## config.mk

```make
export PLATFORM = sky130hd
export DESIGN_NAME = udp_rx_packet
export DESIGN_NICKNAME = d
export VERILOG_FILES = /design/src/rtl/udp_rx_pkg.sv /design/src/rtl/udp_rx_packet_crc32.sv /design/src/rtl/udp_rx_packet.sv
export SDC_FILE = /design/constraint.sdc
export NUM_CORES = 1
export LEC_CHECK = 0
export CORE_AREA = 3 3 249 190
export CTS_BUF_LIST = sky130_fd_sc_hd__clkbuf_8
export DETAILED_ROUTE_END_ITERATION = 16
export DIE_AREA = 0 0 252 193
export GPL_TIMING_DRIVEN = 1
export PLACE_DENSITY_LB_ADDON = 0.1
export SYNTH_ARGS = -nofsm -noshare
export SYNTH_HDL_FRONTEND = slang
export SYNTH_SLANG_ARGS = --single-unit
```

## constraint.sdc

```tcl
create_clock -name clk -period 3.1 [get_ports clk]
set_clock_uncertainty 0.15 [all_clocks]
set_input_delay 0.775 -clock clk [delete_from_list [all_inputs] [get_ports clk]]
set_output_delay 0.775 -clock clk [all_outputs]
set_load 0.01 [all_outputs]
```

## src/rtl/udp_rx_pkg.sv

```systemverilog
// Shared types and constants for the UDP receive path: FSM states, error codes,
// header byte offsets and protocol constants.
package udp_rx_pkg;

   typedef enum logic [2:0] {
      ST_IDLE = 3'd0,
      ST_PRE  = 3'd1,
      ST_HDR  = 3'd2,
      ST_PAY  = 3'd3,
      ST_TAIL = 3'd4,
      ST_DROP = 3'd5
   } state_t;

   localparam logic [2:0] ERR_OK     = 3'd0;
   localparam logic [2:0] ERR_FCS    = 3'd1;
   localparam logic [2:0] ERR_RXER   = 3'd2;
   localparam logic [2:0] ERR_PROTO  = 3'd3;
   localparam logic [2:0] ERR_ADDR   = 3'd4;
   localparam logic [2:0] ERR_IPCSUM = 3'd5;
   localparam logic [2:0] ERR_LEN    = 3'd6;

   // Offsets counted from the first byte after the SFD
   localparam logic [5:0] OFF_DST_MAC   = 6'd0;
   localparam logic [5:0] OFF_SRC_MAC   = 6'd6;
   localparam logic [5:0] OFF_ETYPE     = 6'd12;
   localparam logic [5:0] OFF_IP        = 6'd14;
   localparam logic [5:0] OFF_IP_PROTO  = 6'd23;
   localparam logic [5:0] OFF_IP_SRC    = 6'd26;
   localparam logic [5:0] OFF_IP_DST    = 6'd30;
   localparam logic [5:0] OFF_UDP_SPORT = 6'd34;
   localparam logic [5:0] OFF_UDP_DPORT = 6'd36;
   localparam logic [5:0] OFF_UDP_LEN   = 6'd38;
   localparam logic [5:0] OFF_HDR_LAST  = 6'd41;

   localparam logic [15:0] ETHERTYPE_IPV4 = 16'h0800;
   localparam logic [7:0]  IP_VER_IHL     = 8'h45;
   localparam logic [7:0]  IP_PROTO_UDP   = 8'd17;
   localparam logic [7:0]  PRE_BYTE       = 8'h55;
   localparam logic [7:0]  SFD_BYTE       = 8'hD5;
   localparam logic [31:0] CRC_POLY       = 32'hEDB88320;
   localparam logic [31:0] CRC_RESIDUE    = 32'hDEBB20E3;

   function automatic logic in_field(input logic [5:0] cnt, input logic [5:0] off,
                                     input logic [5:0] len);
      return (cnt >= off) && (cnt < off + len);
   endfunction

endpackage

```

## src/rtl/udp_rx_packet_crc32.sv

```systemverilog
// Byte-wide reflected CRC-32 (Ethernet FCS) with clear and enable; the register
// is not inverted, so a good frame including its FCS leaves the fixed residue.
module crc32_d8
   import udp_rx_pkg::*;
(
   input  logic        clk,
   input  logic        rst_n,
   input  logic        i_clr,
   input  logic        i_en,
   input  logic [7:0]  i_data,
   output logic [31:0] o_crc
);

   logic [31:0] r_crc;
   logic [31:0] w_next;

   always_comb begin
      w_next = r_crc ^ {24'd0, i_data};
      for (int unsigned i = 0; i < 8; i++) begin
         w_next = w_next[0] ? ((w_next >> 1) ^ CRC_POLY) : (w_next >> 1);
      end
   end

   always_ff @(posedge clk) begin
      if (!rst_n)     r_crc <= '1;
      else if (i_clr) r_crc <= '1;
      else if (i_en)  r_crc <= w_next;
   end

   assign o_crc = r_crc;

endmodule

```

## src/rtl/udp_rx_packet.sv

```systemverilog
// UDP receive path: parses preamble/Ethernet/IPv4/UDP, filters on MAC/IP/port and
// streams payload with metadata. Define UDP_RX_IPCSUM_EN to check the IPv4 checksum.
module udp_rx_packet
   import udp_rx_pkg::*;
#(
   parameter logic [47:0] LOCAL_MAC   = 48'h0023543c471b,
   parameter logic [31:0] LOCAL_IP    = 32'hc0a84d21,
   parameter logic [15:0] LOCAL_PORT  = 16'hc360,
   parameter logic [15:0] MAX_PAYLOAD = 16'd1472
) (
   input  logic        clk,
   input  logic        rst_n,
   input  logic        i_rx_dv,
   input  logic        i_rx_er,
   input  logic [7:0]  i_rx_data,
   output logic        o_udp_valid,
   output logic [7:0]  o_udp_data,
   output logic        o_udp_sof,
   output logic        o_udp_eof,
   output logic [15:0] o_udp_len,
   output logic [47:0] o_src_mac,
   output logic [31:0] o_src_ip,
   output logic [15:0] o_src_port,
   output logic        o_pkt_done,
   output logic        o_pkt_ok,
   output logic [2:0]  o_err,
   output logic [2:0]  o_state
);

   state_t      r_state, w_next;
   logic [5:0]  r_hdr_cnt;
   logic        r_in_frame;
   logic [2:0]  r_err;
   logic [47:0] r_dst_mac, r_src_mac;
   logic [15:0] r_etype;
   logic [7:0]  r_ver_ihl, r_proto;
   logic [31:0] r_src_ip, r_dst_ip;
   logic [15:0] r_sport, r_dport, r_ulen;
   logic [15:0] r_pay_cnt;
   logic [31:0] w_crc;
   logic [15:0] w_pay_len;
   logic        w_sfd, w_done, w_hdr_last, w_fwd;
   logic [2:0]  w_hdr_err, w_final_err;

`ifdef UDP_RX_IPCSUM_EN
   logic [7:0]  r_csum_hi;
   logic [19:0] r_csum_acc;
   logic [16:0] w_fold1;
   logic [15:0] w_csum_fold;

   // High byte of each header word waits for its partner; one add per word
   always_ff @(posedge clk) begin
      if (!rst_n) begin
         r_csum_hi  <= '0;
         r_csum_acc <= '0;
      end else if (w_sfd) begin
         r_csum_acc <= '0;
      end else if (r_state == ST_HDR && i_rx_dv && in_field(r_hdr_cnt, OFF_IP, 6'd20)) begin
         if (!r_hdr_cnt[0]) r_csum_hi  <= i_rx_data;
         else               r_csum_acc <= r_csum_acc + {4'd0, r_csum_hi, i_rx_data};
      end
   end

   assign w_fold1     = {1'b0, r_csum_acc[15:0]} + {13'd0, r_csum_acc[19:16]};
   assign w_csum_fold = w_fold1[15:0] + {15'd0, w_fold1[16]};
`endif

   crc32_d8 u_crc (
      .clk    (clk),
      .rst_n  (rst_n),
      .i_clr  (w_sfd),
      .i_en   (r_in_frame && i_rx_dv),
      .i_data (i_rx_data),
      .o_crc  (w_crc)
   );

   assign w_pay_len = r_ulen - 16'd8;

   always_comb begin
      w_hdr_err = ERR_OK;
      if (r_etype != ETHERTYPE_IPV4 || r_ver_ihl != IP_VER_IHL || r_proto != IP_PROTO_UDP)
         w_hdr_err = ERR_PROTO;
      else if ((r_dst_mac != LOCAL_MAC && r_dst_mac != 48'hffffffffffff) ||
               r_dst_ip != LOCAL_IP || r_dport != LOCAL_PORT)
         w_hdr_err = ERR_ADDR;
`ifdef UDP_RX_IPCSUM_EN
      else if (w_csum_fold != 16'hFFFF)
         w_hdr_err = ERR_IPCSUM;
`endif
      else if (r_ulen < 16'd8 || w_pay_len > MAX_PAYLOAD)
         w_hdr_err = ERR_LEN;
   end

   always_ff @(posedge clk) begin
      if (!rst_n) r_state <= ST_DROP;
      else        r_state <= w_next;
   end

   always_comb begin
      w_next = r_state;
      case (r_state)
         ST_IDLE: begin
            if (i_rx_dv) begin
               if (i_rx_data == PRE_BYTE)      w_next = ST_PRE;
               else if (i_rx_data == SFD_BYTE) w_next = ST_HDR;
               else                            w_next = ST_DROP;
            end
         end
         ST_PRE: begin
            if (!i_rx_dv)                   w_next = ST_IDLE;
            else if (i_rx_data == SFD_BYTE) w_next = ST_HDR;
            else if (i_rx_data != PRE_BYTE) w_next = ST_DROP;
         end
         ST_HDR: begin
            if (!i_rx_dv)                  w_next = ST_IDLE;
            else if (i_rx_er)              w_next = ST_DROP;
            else if (r_hdr_cnt == OFF_HDR_LAST) begin
               if (w_hdr_err != ERR_OK)    w_next = ST_DROP;
               else if (r_ulen == 16'd8)   w_next = ST_TAIL;
               else                        w_next = ST_PAY;
            end
         end
         ST_PAY: begin
            if (!i_rx_dv)                  w_next = ST_IDLE;
            else if (i_rx_er)              w_next = ST_DROP;
            else if (r_pay_cnt == 16'd1)   w_next = ST_TAIL;
         end
         ST_TAIL: begin
            if (!i_rx_dv)                  w_next = ST_IDLE;
            else if (i_rx_er)              w_next = ST_DROP;
         end
         default: begin
            if (!i_rx_dv)                  w_next = ST_IDLE;
         end
      endcase
   end

   always_comb begin
      w_sfd      = (r_state == ST_IDLE || r_state == ST_PRE) && i_rx_dv && i_rx_data == SFD_BYTE;
      w_done     = r_in_frame && !i_rx_dv;
      w_hdr_last = r_state == ST_HDR && i_rx_dv && !i_rx_er && r_hdr_cnt == OFF_HDR_LAST;
      w_fwd      = r_state == ST_PAY && i_rx_dv && !i_rx_er;
      if (r_err != ERR_OK)                           w_final_err = r_err;
      else if (r_state == ST_HDR || r_state == ST_PAY) w_final_err = ERR_LEN;
      else if (w_crc != CRC_RESIDUE)                 w_final_err = ERR_FCS;
      else                                           w_final_err = ERR_OK;
   end

   always_ff @(posedge clk) begin
      if (!rst_n) begin
         o_udp_valid <= 1'b0;
         o_udp_data  <= '0;
         o_udp_sof   <= 1'b0;
         o_udp_eof   <= 1'b0;
         o_udp_len   <= '0;
         o_src_mac   <= '0;
         o_src_ip    <= '0;
         o_src_port  <= '0;
         o_pkt_done  <= 1'b0;
         o_pkt_ok    <= 1'b0;
         o_err       <= '0;
         r_in_frame  <= 1'b0;
         r_err       <= ERR_OK;
         r_hdr_cnt   <= '0;
         r_pay_cnt   <= '0;
         r_dst_mac   <= '0;
         r_src_mac   <= '0;
         r_etype     <= '0;
         r_ver_ihl   <= '0;
         r_proto     <= '0;
         r_src_ip    <= '0;
         r_dst_ip    <= '0;
         r_sport     <= '0;
         r_dport     <= '0;
         r_ulen      <= '0;
      end else begin
         o_udp_valid <= w_fwd;
         o_udp_sof   <= w_fwd && (r_pay_cnt == o_udp_len);
         o_udp_eof   <= w_fwd && (r_pay_cnt == 16'd1);
         if (w_fwd) begin
            o_udp_data <= i_rx_data;
            r_pay_cnt  <= r_pay_cnt - 16'd1;
         end

         o_pkt_done <= w_done;
         if (w_done) begin
            o_err      <= w_final_err;
            o_pkt_ok   <= (w_final_err == ERR_OK);
            r_in_frame <= 1'b0;
         end

         // A PHY error overrides any header verdict already latched
         if (w_sfd) begin
            r_in_frame <= 1'b1;
            r_hdr_cnt  <= '0;
            r_err      <= ERR_OK;
         end else if (r_in_frame && i_rx_dv && i_rx_er) begin
            r_err <= ERR_RXER;
         end else if (w_hdr_last) begin
            r_err <= w_hdr_err;
         end

         if (r_state == ST_HDR && i_rx_dv) begin
            r_hdr_cnt <= r_hdr_cnt + 6'd1;
            if (in_field(r_hdr_cnt, OFF_DST_MAC, 6'd6))   r_dst_mac <= {r_dst_mac[39:0], i_rx_data};
            if (in_field(r_hdr_cnt, OFF_SRC_MAC, 6'd6))   r_src_mac <= {r_src_mac[39:0], i_rx_data};
            if (in_field(r_hdr_cnt, OFF_ETYPE, 6'd2))     r_etype   <= {r_etype[7:0], i_rx_data};
            if (r_hdr_cnt == OFF_IP)                      r_ver_ihl <= i_rx_data;
            if (r_hdr_cnt == OFF_IP_PROTO)                r_proto   <= i_rx_data;
            if (in_field(r_hdr_cnt, OFF_IP_SRC, 6'd4))    r_src_ip  <= {r_src_ip[23:0], i_rx_data};
            if (in_field(r_hdr_cnt, OFF_IP_DST, 6'd4))    r_dst_ip  <= {r_dst_ip[23:0], i_rx_data};
            if (in_field(r_hdr_cnt, OFF_UDP_SPORT, 6'd2)) r_sport   <= {r_sport[7:0], i_rx_data};
            if (in_field(r_hdr_cnt, OFF_UDP_DPORT, 6'd2)) r_dport   <= {r_dport[7:0], i_rx_data};
            if (in_field(r_hdr_cnt, OFF_UDP_LEN, 6'd2))   r_ulen    <= {r_ulen[7:0], i_rx_data};
         end

         if (w_hdr_last && w_hdr_err == ERR_OK) begin
            o_udp_len  <= w_pay_len;
            o_src_mac  <= r_src_mac;
            o_src_ip   <= r_src_ip;
            o_src_port <= r_sport;
            r_pay_cnt  <= w_pay_len;
         end
      end
   end

   assign o_state = r_state;

endmodule

```

==> impl_metrics.toml <==
[timing]
hold_viol_final = 0
rsz0062_at_grt = "yes"
period_minus_slack_ns = 3.048
timing.final.crit_share_pct = 98.31
fin_hold_ws_ns = 0.3051
tightest_slew_ns = 0.7608
fmax_mhz = 328.1
maxSlewViolCount = 0
setup_violations = 0
slew_headroom_pct = 48.91

[floorplan]
dieArea_um2 = 48640
fp-row-count = 67
core_um2 = 44770
die_h_um = 193
floorplan.initialDensity_pct = 40.13
die_w_um = 252
io_pins = 143

[worst_setup_path]
critPathRequiredTime_ns = 3.48
cp_max_fo = 8
arrival_ns = 3.43
startpoint_type = "flip-flop"
end_kind = "flip-flop"
critical_path_class = "flip-flop to flip-flop"

[grt]
grt_max_degree = 106
grt_pass1_vias = 14222
track_usage_pct = 20.85
grt-ovfl-total = 0
grt_first_pass_wirelength_mm = 80.45
antenna_found_initial = 1

[detailed_routing]
vias_per_cell = 5.148
wirelength_mm = 51.49
vias = 14990
antenna_left = 0
drtPass1Iterations = 5
drc = 0
drt-initial-drc-count = 1055
post_drt_wl_per_cell_um = 17.68

[placed_design]
placed_area_um2 = 20840
port_buffers = 142
dp_hpwl_mm = 33.17
gp_congestion = 0.8425
dp.cells = 2777

[synth]
yosys.area_share.simple_pct = 23.76
ys_types = 64
synthesis.nets = 2079
synth_top_family_by_area = "simple AND/OR/NAND/NOR gates"
synth_compound_area_share_pct = 13.13
synth_fa_ha_area_share_pct = 0.5571
ys_seq_area_share_pct = 47.80
synth_xor_area_share_pct = 4.875
synthMuxAreaShare_pct = 5.627
netlist_instances = 2059
ys_ff_latch = 429
async_flop_share_pct = 0
synth_edf_count = 0
synth_area_um2 = 17970
syn_avg_cell_area_um2 = 8.726
yosysWarningCount = 0
synth-main-ff-cell = "dfxtp_1"

[clocking]
clk_pin_slew_worst_paths_ns = 0.07
cts_buffers = 71
clock_path_buffers = 3
clock_sinks = 429
clockRootBuffer = "clkbuf_8"
insertion_delay_ns = 0.64
cts_tree = "yes"
ctsHtreeMaxLevel = 3

[finish]
multi_input_area_um2 = 8813
fin_area_um2 = 22600
final_nets = 2296
layout.cells.non_filler = 2912
seq_area_um2 = 8589
syn_to_final_growth_pct = 25.80
final_util_pct = 50.49
fillCellCount = 4297
layout-drive-gt1-share_pct = 19.48

[power_and_ir_drop]
p_leak_nw = 8.756
powerDensity_nw_per_um2 = 483.4
vdd_drop_max_mv = 0.3465
total_power_mw = 10.93

[status]
outcome = "finished, final reports clean"

[job]
maxCapViolCount = 0

[min_path]
hp-class = "flip-flop to flip-flop"
==> per-layer routing <==
layer / vias up / global-route usage [%] / wire length (um) / part of all wire, %
met5: - / 0 / 0 / 0
met1: 7147 / 30.59 / 25870 / 50
met4: 0 / 5.963 / 1123 / 2.2
met2: 345 / 30.74 / 21640 / 42
li1: 7421 / - / - / -
met3: 77 / 4.573 / 2857 / 5.5
==> synth_stat cells (4+ instances only) <==
library cell,count,area (um2)
xnor2_1,54,473.0
ha_1,8,100.1
o31a_1,4,35.03
nand4b_1,11,96.34
a22oi_1,4,30.03
and4b_1,5,50.05
clkbuf_1,120,450.4
nand2_2,91,569.3
a31oi_1,8,50.05
dfxtp_1,429,8588
buf_1,4,15.01
a21oi_1,180,900.9
buf_2,5,25.02
o21ai_0,13,65.06
mux2i_1,101,1011
o211ai_1,34,255.2
nand2b_1,7,43.79
nor3_1,18,90.09
nor4_1,34,212.7
and2_1,5,31.28
nor2b_1,11,68.82
nor4bb_1,11,110.1
nand2_1,475,1783
inv_1,11,41.29
nor4b_1,8,70.07
nand3_1,10,50.05
buf_12,10,200.2
and3_1,11,68.82
or4_1,10,75.07
a21oi_2,90,788.3
nand4_1,34,212.7
xor2_1,46,402.9
or3_1,4,25.02
nor2_1,145,544.3
==> stage by stage <==
stage          setup slack (ns)   TNS, ns
6_report                0.05236         0
5_1_grt               -0.008788  -0.04597
4_1_cts                -0.01320  -0.01431
3_5_place_dp            -0.7948    -87.17
3_3_place_gp            -0.7099    -84.20
2_1_floorplan          -0.09151    -8.059
==> placed cells by master (no fill, tap or decap), types with 15 or more instances in the layout <==
master	Yosys	final
a21oi_1	180	178
a21oi_2	90	92
buf_12	10	27
buf_4	2	104
clkbuf_8	0	91
clkdlybuf4s50_1	0	141
dfxtp_1	429	428
inv_1	11	34
mux2i_1	101	101
nand2_1	475	474
nand2_2	91	77
nand2_4	0	15
nand4_1	34	34
nor2_1	145	145
nor3_1	18	16
nor4_1	34	32
o211ai_1	34	34
xnor2_1	54	54
xor2_1	46	45
==> cell type report <==
type | instances | area share [%]
diodes | 1 | 0.01107
clock buffers | 91 | 5.541
clock inverters | 31 | 0.6089
inverters | 12 | 0.2325
multi-input cells | 1476 | 38.99
flip-flops and latches | 429 | 38.00
well taps | 586 | 3.244
repair buffers | 286 | 13.36
==> worst max-delay path, stage by stage, from the launching register on <==
cell and delay [ns]:
dfxtp_2 0.32, or4b_4 0.56, or4_4 0.54, nor4_4 0.13, buf_4 0.16, and3b_1 0.19, and4b_4 0.35, buf_12 0.13
clkbuf_16 0.14, a211oi_1 0.04, a211oi_1 0.22
==> cell families after synthesis <==
family                   count (synthesis)
XOR/XNOR                               100
multiplexers                           101
AO/OA/AOI/OAI                          359
adder cells (fa/ha/maj)                  8
AND/OR/NAND/NOR                        908
buffers and inverters                  154
flip-flops                             429
==> final timing paths <==
path	cells after the start	slack [ns]	startpoint	to
worst max-delay path	10	0.05	r_dst_ip[16]$_SDFFE_PN0P_	r_pay_cnt[9]$_SDFFE_PN0P_
worst min-delay path	2	0.31	o_udp_data[5]$_SDFFE_PN0P_	o_udp_data[5]$_SDFFE_PN0P_
worst max register to register	10	0.05	r_dst_ip[16]$_SDFFE_PN0P_	r_pay_cnt[9]$_SDFFE_PN0P_
worst min register to register	2	0.31	o_udp_data[5]$_SDFFE_PN0P_	o_udp_data[5]$_SDFFE_PN0P_
==> what timing repair did <==
action | 4_1_cts | 5_1_grt
endpoints found under the setup margin | 14 | 128
setup buffers | 4 | 2
pin swaps | 0 | 4
hold buffers | 0 | 0
gates cloned | 2 | 4
resized for setup | 3 | 30
==> state kept, by name (all words and copies together) (netlist names), 6 cells and up <==
signal	count
o_src_port	16
r_pay_cnt	16
r_src_ip	32
o_src_ip	32
r_proto	8
r_dst_ip	32
r_hdr_cnt	6
r_sport	16
r_etype	16
u_crc.o_crc	32
r_ver_ihl	8
o_udp_len	16
o_src_mac	48
o_udp_data	8
r_src_mac	48
r_dport	16
r_dst_mac	48
r_ulen	16
==> where the power goes <==
part	switching [mW]	total (mW)	internal, mW
sequential	0.00182	5.52	5.52
clock	2.29	4.92	2.63
combinational	0.302	0.486	0.185
total	2.60	10.9	8.33
Note: power is estimated with default switching activity, not from simulation.
